==> src/rtl/fir_stream_ctrl_if.sv <==
// Handshake and tap-array bundle between fir_stream_ctrl and its environment.
// master is the controller's view; slave is the view of the wrappers plus tap array.
interface fir_stream_ctrl_if #(
    parameter int N    = 16,
    parameter int TAPS = 8
);
    logic                cfg_valid;
    logic                cfg_ready;
    logic [N-1:0]        cfg_data;
    logic                cfg_last;
    logic                s_valid;
    logic                s_ready;
    logic [N-1:0]        s_data;
    logic [N-1:0]        fir_sample;
    logic                fir_en;
    logic                fir_clr;
    logic [TAPS*N-1:0]   coeff_bus;
    logic [2*N-1:0]      fir_result;
    logic                m_valid;
    logic                m_ready;
    logic [2*N-1:0]      m_data;
    logic                loaded;

    modport master (
        input  cfg_valid, cfg_data, cfg_last, s_valid, s_data, fir_result, m_ready,
        output cfg_ready, s_ready, fir_sample, fir_en, fir_clr, coeff_bus, m_valid, m_data, loaded
    );

    modport slave (
        output cfg_valid, cfg_data, cfg_last, s_valid, s_data, fir_result, m_ready,
        input  cfg_ready, s_ready, fir_sample, fir_en, fir_clr, coeff_bus, m_valid, m_data, loaded
    );
endinterface

==> src/rtl/fir_stream_ctrl.sv <==
// Streaming controller for a transposed FIR tap array with a double-buffered
// coefficient bank that swaps in only between samples.
module fir_stream_ctrl #(
    parameter int N           = 16,
    parameter int TAPS        = 8,
    parameter bit DROP_WARMUP = 1'b0
) (
    input  logic              clk,
    input  logic              reset,
    fir_stream_ctrl_if.master bus
);
    localparam int            IW       = $clog2(TAPS);
    localparam logic [IW-1:0] LAST_IDX = IW'(TAPS - 1);

    logic [N-1:0]      shadow [TAPS];
    logic [N-1:0]      active [TAPS];
    logic [N-1:0]      smp_reg;
    logic [2*N-1:0]    res_reg;
    logic [IW-1:0]     idx;
    logic [IW-1:0]     warm;
    logic              smp_vld;
    logic              res_vld;
    logic              loaded_q;
    logic              swap_pending;
    logic [TAPS*N-1:0] coeff_flat;

    logic cfg_ready_c;
    logic cfg_hs;
    logic last_word;
    logic swap;
    logic run_ok;
    logic fire;
    logic s_ready_c;
    logic s_hs;
    logic m_hs;
    logic keep;

    // The swap waits for the held sample to fire, so the taps never see a
    // sample multiplied partly by the old and partly by the new bank.
    always_comb begin
        cfg_ready_c = reset | !swap_pending;
        cfg_hs      = bus.cfg_valid & cfg_ready_c;
        last_word   = bus.cfg_last | (idx == LAST_IDX);
        swap        = swap_pending & !smp_vld;
        run_ok      = loaded_q & !swap_pending;
        fire        = smp_vld & (!res_vld | bus.m_ready);
        s_ready_c   = !reset & run_ok & (!smp_vld | fire);
        s_hs        = bus.s_valid & s_ready_c;
        m_hs        = res_vld & bus.m_ready;
        keep        = !DROP_WARMUP || (warm == LAST_IDX);
    end

    always_comb begin
        coeff_flat = '0;
        for (int k = 0; k < TAPS; k++) begin
            coeff_flat[k*N +: N] = active[k];
        end
    end

    assign bus.cfg_ready  = cfg_ready_c;
    assign bus.s_ready    = s_ready_c;
    assign bus.fir_sample = smp_reg;
    assign bus.fir_en     = fire & !reset;
    assign bus.fir_clr    = reset | swap;
    assign bus.coeff_bus  = coeff_flat;
    assign bus.m_valid    = res_vld;
    assign bus.m_data     = res_reg;
    assign bus.loaded     = loaded_q;

    // A short set zero-fills the remaining shadow taps so stale words never leak in.
    always_ff @(posedge clk) begin
        if (reset) begin
            for (int k = 0; k < TAPS; k++) begin
                shadow[k] <= '0;
                active[k] <= '0;
            end
            idx          <= '0;
            loaded_q     <= 1'b0;
            swap_pending <= 1'b0;
        end else begin
            if (cfg_hs) begin
                for (int k = 0; k < TAPS; k++) begin
                    if (IW'(k) == idx) begin
                        shadow[k] <= bus.cfg_data;
                    end else if (last_word && (IW'(k) > idx)) begin
                        shadow[k] <= '0;
                    end
                end
                idx <= last_word ? '0 : idx + 1'b1;
            end
            if (cfg_hs && last_word) begin
                swap_pending <= 1'b1;
            end else if (swap) begin
                swap_pending <= 1'b0;
            end
            if (swap) begin
                for (int k = 0; k < TAPS; k++) begin
                    active[k] <= shadow[k];
                end
                loaded_q <= 1'b1;
            end
        end
    end

    always_ff @(posedge clk) begin
        if (reset) begin
            smp_reg <= '0;
            smp_vld <= 1'b0;
            res_reg <= '0;
            res_vld <= 1'b0;
            warm    <= '0;
        end else begin
            if (s_hs) begin
                smp_reg <= bus.s_data;
                smp_vld <= 1'b1;
            end else if (fire) begin
                smp_vld <= 1'b0;
            end
            if (fire && keep) begin
                res_reg <= bus.fir_result;
                res_vld <= 1'b1;
            end else if (m_hs) begin
                res_vld <= 1'b0;
            end
            // Warm-up only counts discarded results, so it stops at TAPS-1.
            if (swap) begin
                warm <= '0;
            end else if (fire && !keep) begin
                warm <= warm + 1'b1;
            end
        end
    end
endmodule

==> src/flat_wrapper.sv <==
// flat-port wrapper written by rule: the top's interface ports become plain ports
module fir_stream_ctrl_flat 
#(
    parameter int N           = 16,
    parameter int TAPS        = 8,
    parameter bit DROP_WARMUP = 1'b0
)
  (clk, reset, bus_cfg_valid, bus_cfg_data, bus_cfg_last, bus_s_valid, bus_s_data, bus_fir_result, bus_m_ready, bus_cfg_ready, bus_s_ready, bus_fir_sample, bus_fir_en, bus_fir_clr, bus_coeff_bus, bus_m_valid, bus_m_data, bus_loaded);
  fir_stream_ctrl_if #(.N(N), .TAPS(TAPS)) bus_i ();
  input  logic clk;
  input  logic reset;
  input wire logic [$bits(bus_i.cfg_valid)-1:0] bus_cfg_valid;
  input wire logic [$bits(bus_i.cfg_data)-1:0] bus_cfg_data;
  input wire logic [$bits(bus_i.cfg_last)-1:0] bus_cfg_last;
  input wire logic [$bits(bus_i.s_valid)-1:0] bus_s_valid;
  input wire logic [$bits(bus_i.s_data)-1:0] bus_s_data;
  input wire logic [$bits(bus_i.fir_result)-1:0] bus_fir_result;
  input wire logic [$bits(bus_i.m_ready)-1:0] bus_m_ready;
  output wire logic [$bits(bus_i.cfg_ready)-1:0] bus_cfg_ready;
  output wire logic [$bits(bus_i.s_ready)-1:0] bus_s_ready;
  output wire logic [$bits(bus_i.fir_sample)-1:0] bus_fir_sample;
  output wire logic [$bits(bus_i.fir_en)-1:0] bus_fir_en;
  output wire logic [$bits(bus_i.fir_clr)-1:0] bus_fir_clr;
  output wire logic [$bits(bus_i.coeff_bus)-1:0] bus_coeff_bus;
  output wire logic [$bits(bus_i.m_valid)-1:0] bus_m_valid;
  output wire logic [$bits(bus_i.m_data)-1:0] bus_m_data;
  output wire logic [$bits(bus_i.loaded)-1:0] bus_loaded;
  assign bus_i.cfg_valid = bus_cfg_valid;
  assign bus_i.cfg_data = bus_cfg_data;
  assign bus_i.cfg_last = bus_cfg_last;
  assign bus_i.s_valid = bus_s_valid;
  assign bus_i.s_data = bus_s_data;
  assign bus_i.fir_result = bus_fir_result;
  assign bus_i.m_ready = bus_m_ready;
  assign bus_cfg_ready = bus_i.cfg_ready;
  assign bus_s_ready = bus_i.s_ready;
  assign bus_fir_sample = bus_i.fir_sample;
  assign bus_fir_en = bus_i.fir_en;
  assign bus_fir_clr = bus_i.fir_clr;
  assign bus_coeff_bus = bus_i.coeff_bus;
  assign bus_m_valid = bus_i.m_valid;
  assign bus_m_data = bus_i.m_data;
  assign bus_loaded = bus_i.loaded;
  fir_stream_ctrl #(.N(N), .TAPS(TAPS), .DROP_WARMUP(DROP_WARMUP)) u_core (.clk(clk), .reset(reset), .bus(bus_i));
endmodule
==> config.mk <==
export PLATFORM = sky130hd
export DESIGN_NAME = fir_stream_ctrl_flat
export DESIGN_NICKNAME = d
export VERILOG_FILES = /design/src/rtl/fir_stream_ctrl_if.sv /design/src/rtl/fir_stream_ctrl.sv /design/src/flat_wrapper.sv
export SDC_FILE = /design/constraint.sdc
export NUM_CORES = 1
export LEC_CHECK = 0
export ABC_AREA = 1
export CAP_MARGIN = 20
export CORE_MARGIN = 1
export CORE_UTILIZATION = 50
export DETAILED_ROUTE_END_ITERATION = 10
export MAX_ROUTING_LAYER = met4
export PLACE_DENSITY_LB_ADDON = 0.2
export SYNTH_ARGS = -nofsm -noshare
export SYNTH_HDL_FRONTEND = slang
export SYNTH_SLANG_ARGS = --single-unit
==> constraint.sdc <==
create_clock -name clk -period 9.06 [get_ports clk]
set_input_delay 1.812 -clock clk [delete_from_list [all_inputs] [get_ports clk]]
set_output_delay 1.812 -clock clk [all_outputs]
set_load 0.02 [all_outputs]
==> impl_metrics.py, run 1 <==
metrics = {
    "die": {
        "core-area_um2": 22800,
        "dieArea_um2": 24200,
        "initial_utilization_pct": 51.6,
        "rows": 55,
        "chipHeight_um": 156,
        "die_width_um": 156,
        "io_pins": 252,
    },
    "yosys": {
        "syn_inst": 1043,
        "synth_nets": 1117,
        "async_reset_ff_share_pct": 0,
        "synth_ff_type": "edfxtp_1",
        "synth_edf_count": 256,
        "synth-seq-area-share_pct": 74.6,
        "synth.distinct_cells": 25,
        "ys_seq_elements": 311,
        "yosys_warnings": 0,
        "synth_area_um2": 11800,
        "syn_area_per_cell_um2": 11.3,
    },
    "grt": {
        "grt_antenna_before_repair": 0,
        "grt_pass1_vias": 7362,
        "overflow": 0,
        "grt_pass1_wl_um": 39800,
        "grt_usage_pct": 22.8,
        "grt_max_degree": 98,
    },
    "placed_design": {
        "numPortBuffers": 251,
        "dp_slack_ns": 3.01,
        "place_congestion": 0.872,
        "hpwl_um": 17300,
    },
    "detailed_routing": {
        "routedWlPerCell_um": 16.3,
        "wl_um": 26400,
        "drt_iter0_markers": 453,
        "via_per_inst": 4.71,
        "dr.pass1.iters": 5,
        "vias": 7661,
        "drc": 0,
        "antenna_left": 0,
    },
    "outcome": {
        "status": "completed",
    },
    "power": {
        "leakage_nw": 6.17,
        "powerDensity_nw_per_um2": 198,
        "peakVddDrop_mv": 0.137,
    },
    "critical_path": {
        "startpoint": "reset",
        "r2r-end": "u_core.shadow[0][61]",
        "cp_data_required_time_ns": 7.25,
        "worstSetupPathType": "input pin to primary output",
        "r2r-start": "u_core.swap_pending",
        "endpoint_kind": "primary output",
        "r2r_setup_slack_ns": 6.45,
        "rr_worst_depth": 5,
        "startpoint_type": "input pin",
        "crit_arrival_ns": 4.27,
        "cp_max_fo": 63,
    },
    "cells_and_area": {
        "antenna_cells": 0,
        "nFillCells": 1758,
        "seq_area_um2": 8790,
        "layout-drive-gt1-share_pct": 4.50,
        "fin_nets": 1364,
        "syn_to_final_growth_pct": 31.2,
        "multi_input_area_um2": 2080,
    },
    "cts": {
        "cts-root-buf": "clkbuf_16",
        "cts_resized": 0,
        "cts_buffer_depth": 3,
        "cts_tree": "yes",
        "clkSinkCount": 311,
        "cts_max_level": 1,
        "clk_latency_ns": 0.54,
        "clkTransAtPathRegs_ns": 0.06,
        "hold_buffers": 0,
        "cts_buffers": 31,
        "postCtsSetupRepairBufs": 0,
    },
    "timing": {
        "max_freq_mhz": 165,
        "setup_tns_ns": 0,
        "drv_slew": 0,
        "setup_ws_ns": 2.98,
        "slew_headroom_pct": 30.7,
        "finalHoldViolations": 0,
        "worstMarginPinSlew_ns": 1.04,
        "setup_violations": 0,
        "skew_ns": 0.0161,
        "fin_crit_ns": 6.08,
        "rsz0062_at_grt": "false",
        "finalCritPeriodShare_pct": 67.1,
    },
    "job": {
        "max-cap-violations": 0,
    },
    "min_path": {
        "hold_depth": 2,
        "holdCritStartpoint": "u_core.bus.m_data[31]",
        "hold_path_class": "register to register",
        "holdPathEnd": "u_core.bus.m_data[31]",
    },
}
==> worst max-delay path, cell delays in order <==
cell and delay, ns:
buf_2 0.36, inv_2 0.19, buf_4 0.52, nand2_1 0.21
nor2_4 0.34, and2_1 0.19, clkdlybuf4s50_1 0.60
==> where the power goes <==
group,leakage [nW],internal (W),switching (W),total (W)
clock network,0.435,0.000621,0.000505,0.00113
logic,2.60,0.000109,0.000167,0.000277
registers,3.15,0.00163,0.0000271,0.00166
==> area by class of cell <==
cell class                      instances  share of cell area (%)
Tap cell                              313                    2.53
Multi-Input combinational cell        488                    13.5
Inverter                              203                    4.93
Sequential cell                       311                    56.8
Clock buffer                           37                    5.16
Timing Repair Buffer                  255                    16.5
Clock inverter                         18                   0.526
==> metal layers <==
layer,track usage (%),routed length [um],vias to the layer above
met2,38.3,13300,293
li1,-,-,3773
met3,4.82,2110,27
met5,-,0,-
met4,5.23,363,0
met1,28.4,10700,3568
==> flip-flops by register name, summed over array words and instances (netlist names) <==
signal and count:
u_core.active 128, u_core.shadow 128, u_core.bus.m_data 32, u_core.bus.fir_sample 16, u_core.idx 3, u_core.bus.loaded 1
u_core.bus.m_valid 1, u_core.smp_vld 1, u_core.swap_pending 1
==> synthesized netlist by cell type (all sizes together) (4+ instances only) <==
master | count | area (um2)
inv | 203 | 762
clkbuf | 26 | 98.8
dfxtp | 55 | 1100
ha | 4 | 50.1
nand2 | 59 | 231
a21oi | 5 | 28.8
nand4 | 17 | 106
buf | 15 | 72.6
o21ai | 36 | 180
edfxtp | 256 | 7690
nor2 | 346 | 1310
nand3 | 17 | 128
==> logic make-up (layout without fill, tap and decap cells) <==
group	Yosys count	after routing	synth area share, %
simple gates	442	442	15.3
flops	311	311	74.6
buf+inv	244	513	7.92
compound gates	42	42	1.83
fa+ha+maj	4	4	0.425
==> worst max path at each step <==
| stage | to | slack, ns |
|---|---|---|
| 2_1_floorplan | bus_fir_clr | 2.16 |
| 3_3_place_gp | bus_s_ready | 3.05 |
| 3_5_place_dp | bus_s_ready | 3.01 |
| 4_1_cts | bus_s_ready | 3.00 |
| 5_1_grt | bus_s_ready | 2.83 |
| 6_report | bus_s_ready | 2.98 |
==> per-stage QoR <==
stage                     hold slack [ns]  std cells  instance area, um2  util (%)  total power (W)
after floorplan                     0.502       1043               11800         -          0.00182
after global placement              0.461       1569               14600      63.7          0.00196
after detailed placement            0.474       1569               14600      63.7          0.00197
after CTS                           0.485       1624               15400      67.6          0.00309
after global routing                0.509       1625               15500      67.7          0.00316
final                               0.478       1625               15500      67.7          0.00306
==> cell usage in the layout, fill, tap and decap left out, drive strengths merged, types with 4 or more instances in the layout <==
master	Yosys	layout
a21oi	5	5
buf	15	5
clkbuf	26	37
clkdlybuf4s50	0	250
clkinv	0	17
dfxtp	55	55
edfxtp	256	256
ha	4	4
inv	203	203
nand2	59	59
nand3	17	17
nand4	17	17
nor2	346	346
o21ai	36	36
Power figures use the tool's default switching activity.
==> run 2: changes to the inputs <==
Settings changed: CORE_UTILIZATION 50 to 46.
Clock period 9.06 ns to 5.25 ns, I/O delays scaled along.
==> impl_metrics.py, run 2 (same netlist as run 1, synthesis figures left out) <==
metrics = {
    "outcome": {
        "status": "completed",
    },
    "cells_and_area": {
        "post-route-cell-area_um2": 15600,
        "layout-drive-gt1-share_pct": 5.18,
        "layout_common_cells": "344 x nor2_1, 256 x edfxtp_1, 250 x clkdlybuf4s50_1",
        "nFillCells": 2007,
        "layout_commonest_cell": "nor2_1",
        "fin_nets": 1368,
        "antenna_cells": 0,
        "syn_to_final_growth_pct": 32.5,
        "final_util_pct": 62.0,
    },
    "cts": {
        "postCtsSetupRepairBufs": 0,
        "cts_tree": "yes",
        "cts_buffer_depth": 3,
        "cts_buffers": 31,
        "cts_resized": 0,
        "clkTransAtPathRegs_ns": 0.06,
        "clkSinkCount": 311,
        "hold_buffers": 0,
        "cts-root-buf": "clkbuf_16",
        "clk_latency_ns": 0.55,
        "cts_max_level": 1,
    },
    "grt": {
        "overflow": 0,
        "grt_max_degree": 60,
        "grt_pass1_wl_um": 40400,
        "grt_pass1_vias": 7508,
        "grt_antenna_before_repair": 0,
        "grt_usage_pct": 21.0,
    },
    "die": {
        "initial_utilization_pct": 46.8,
        "chipHeight_um": 162,
        "dieArea_um2": 26300,
        "io_pins": 252,
        "rows": 58,
        "core-area_um2": 25200,
        "die_width_um": 162,
    },
    "job": {
        "max-cap-violations": 0,
    },
    "timing": {
        "max_freq_mhz": 240,
        "setup_tns_ns": 0,
        "whs_ns": 0.479,
        "fin_crit_ns": 4.17,
        "slew_headroom_pct": 34.3,
        "finalHoldViolations": 0,
        "rsz0062_at_grt": "false",
        "worstMarginPinSlew_ns": 0.985,
        "skew_ns": 0.0226,
        "drv_slew": 0,
        "setup_violations": 0,
        "finalCritPeriodShare_pct": 79.5,
    },
    "placed_design": {
        "place_congestion": 0.866,
        "numPortBuffers": 251,
        "postPlaceCellArea_um2": 14600,
        "hpwl_um": 17200,
    },
    "critical_path": {
        "startpoint_type": "input pin",
        "r2r_setup_slack_ns": 2.75,
        "cp_max_fo": 18,
        "endpoint_kind": "primary output",
        "cp_data_required_time_ns": 4.20,
        "worstSetupPathType": "input pin to primary output",
        "crit_arrival_ns": 3.12,
    },
    "power": {
        "pwr-share-comb_pct": 8.7,
        "internal-power_w": 0.00426,
        "pwr-share-seq_pct": 52.3,
        "powerDensity_nw_per_um2": 351,
        "swShare_pct": 22.2,
        "peakVddDrop_mv": 0.246,
        "clkPwrFrac_pct": 39.0,
        "power.switching_w": 0.00122,
        "leakage_nw": 6.24,
    },
    "min_path": {
        "hold_path_class": "register to register",
    },
    "detailed_routing": {
        "drc": 0,
        "via_per_inst": 4.68,
        "wl_um": 26400,
        "routedWlPerCell_um": 16.0,
        "vias": 7693,
        "dr.pass1.iters": 5,
        "drt_iter0_markers": 416,
        "antenna_left": 0,
    },
}
[run 2: changes by cell type in the layout (fill, tap and decap cells not counted), sizes merged]
| cell | previous run | this run |
|---|---|---|
| clkinv | 17 | 10 |
| buf | 5 | 9 |
| bufinv | 0 | 2 |
| clkbuf | 37 | 39 |
| inv | 203 | 204 |
[run 2: path summary, 6_finish.rpt]
check | depth (start not counted) | to | startpoint
max | 6 | bus_s_ready | reset
min | 2 | u_core.bus.m_data[14] | u_core.bus.m_data[14]
max reg2reg | 5 | u_core.shadow[0][48] | u_core.idx[2]
min reg2reg | 2 | u_core.bus.m_data[14] | u_core.bus.m_data[14]
[run 2: area by class of cell]
cell class                      instances  area, um2  share of cell area [%]
Clock buffer                           39        867                    5.55
Clock inverter                         14        120                   0.769
Inverter                              203        762                    4.88
Multi-Input combinational cell        488       2090                    13.4
Sequential cell                       311       8790                    56.3
Tap cell                              330        413                    2.64
Timing Repair Buffer                  259       2570                    16.5
[run 2: per-stage QoR]
step / cells / power [W] / setup slack (ns)
finish: 1644 / 0.00548 / 1.08
CTS: 1644 / 0.00552 / 1.08
global route: 1644 / 0.00566 / 0.947
floorplan: 1043 / 0.00314 / 1.09
detailed placement: 1591 / 0.00340 / 1.09
global placement: 1591 / 0.00339 / 1.11
[run 2: layer usage]
metal / routed length (um) / vias up / track usage, %
met3: 2060 / 42 / 4.67
li1: - / 3777 / -
met5: 0 / - / -
met2: 13000 / 287 / 34.7
met4: 553 / 0 / 5.66
met1: 10800 / 3587 / 26.2
[run 2: power groups by stage]
| stage | Sequential [W] | Clock, W | Combinational, W |
|---|---|---|---|
| floorplan | 0.00299 | 0 | 0.000154 |
| global placement | 0.00291 | 0 | 0.000477 |
| detailed placement | 0.00292 | 0 | 0.000483 |
| CTS | 0.00287 | 0.00217 | 0.000485 |
| global route | 0.00288 | 0.00227 | 0.000518 |
| finish | 0.00286 | 0.00214 | 0.000478 |
[run 2: critical path: stages]
cell	delay, ns
clkdlybuf4s50_1	0.43
inv_2	0.33
nand2_1	0.18
nor2_4	0.33
and2_1	0.19
clkdlybuf4s50_1	0.60
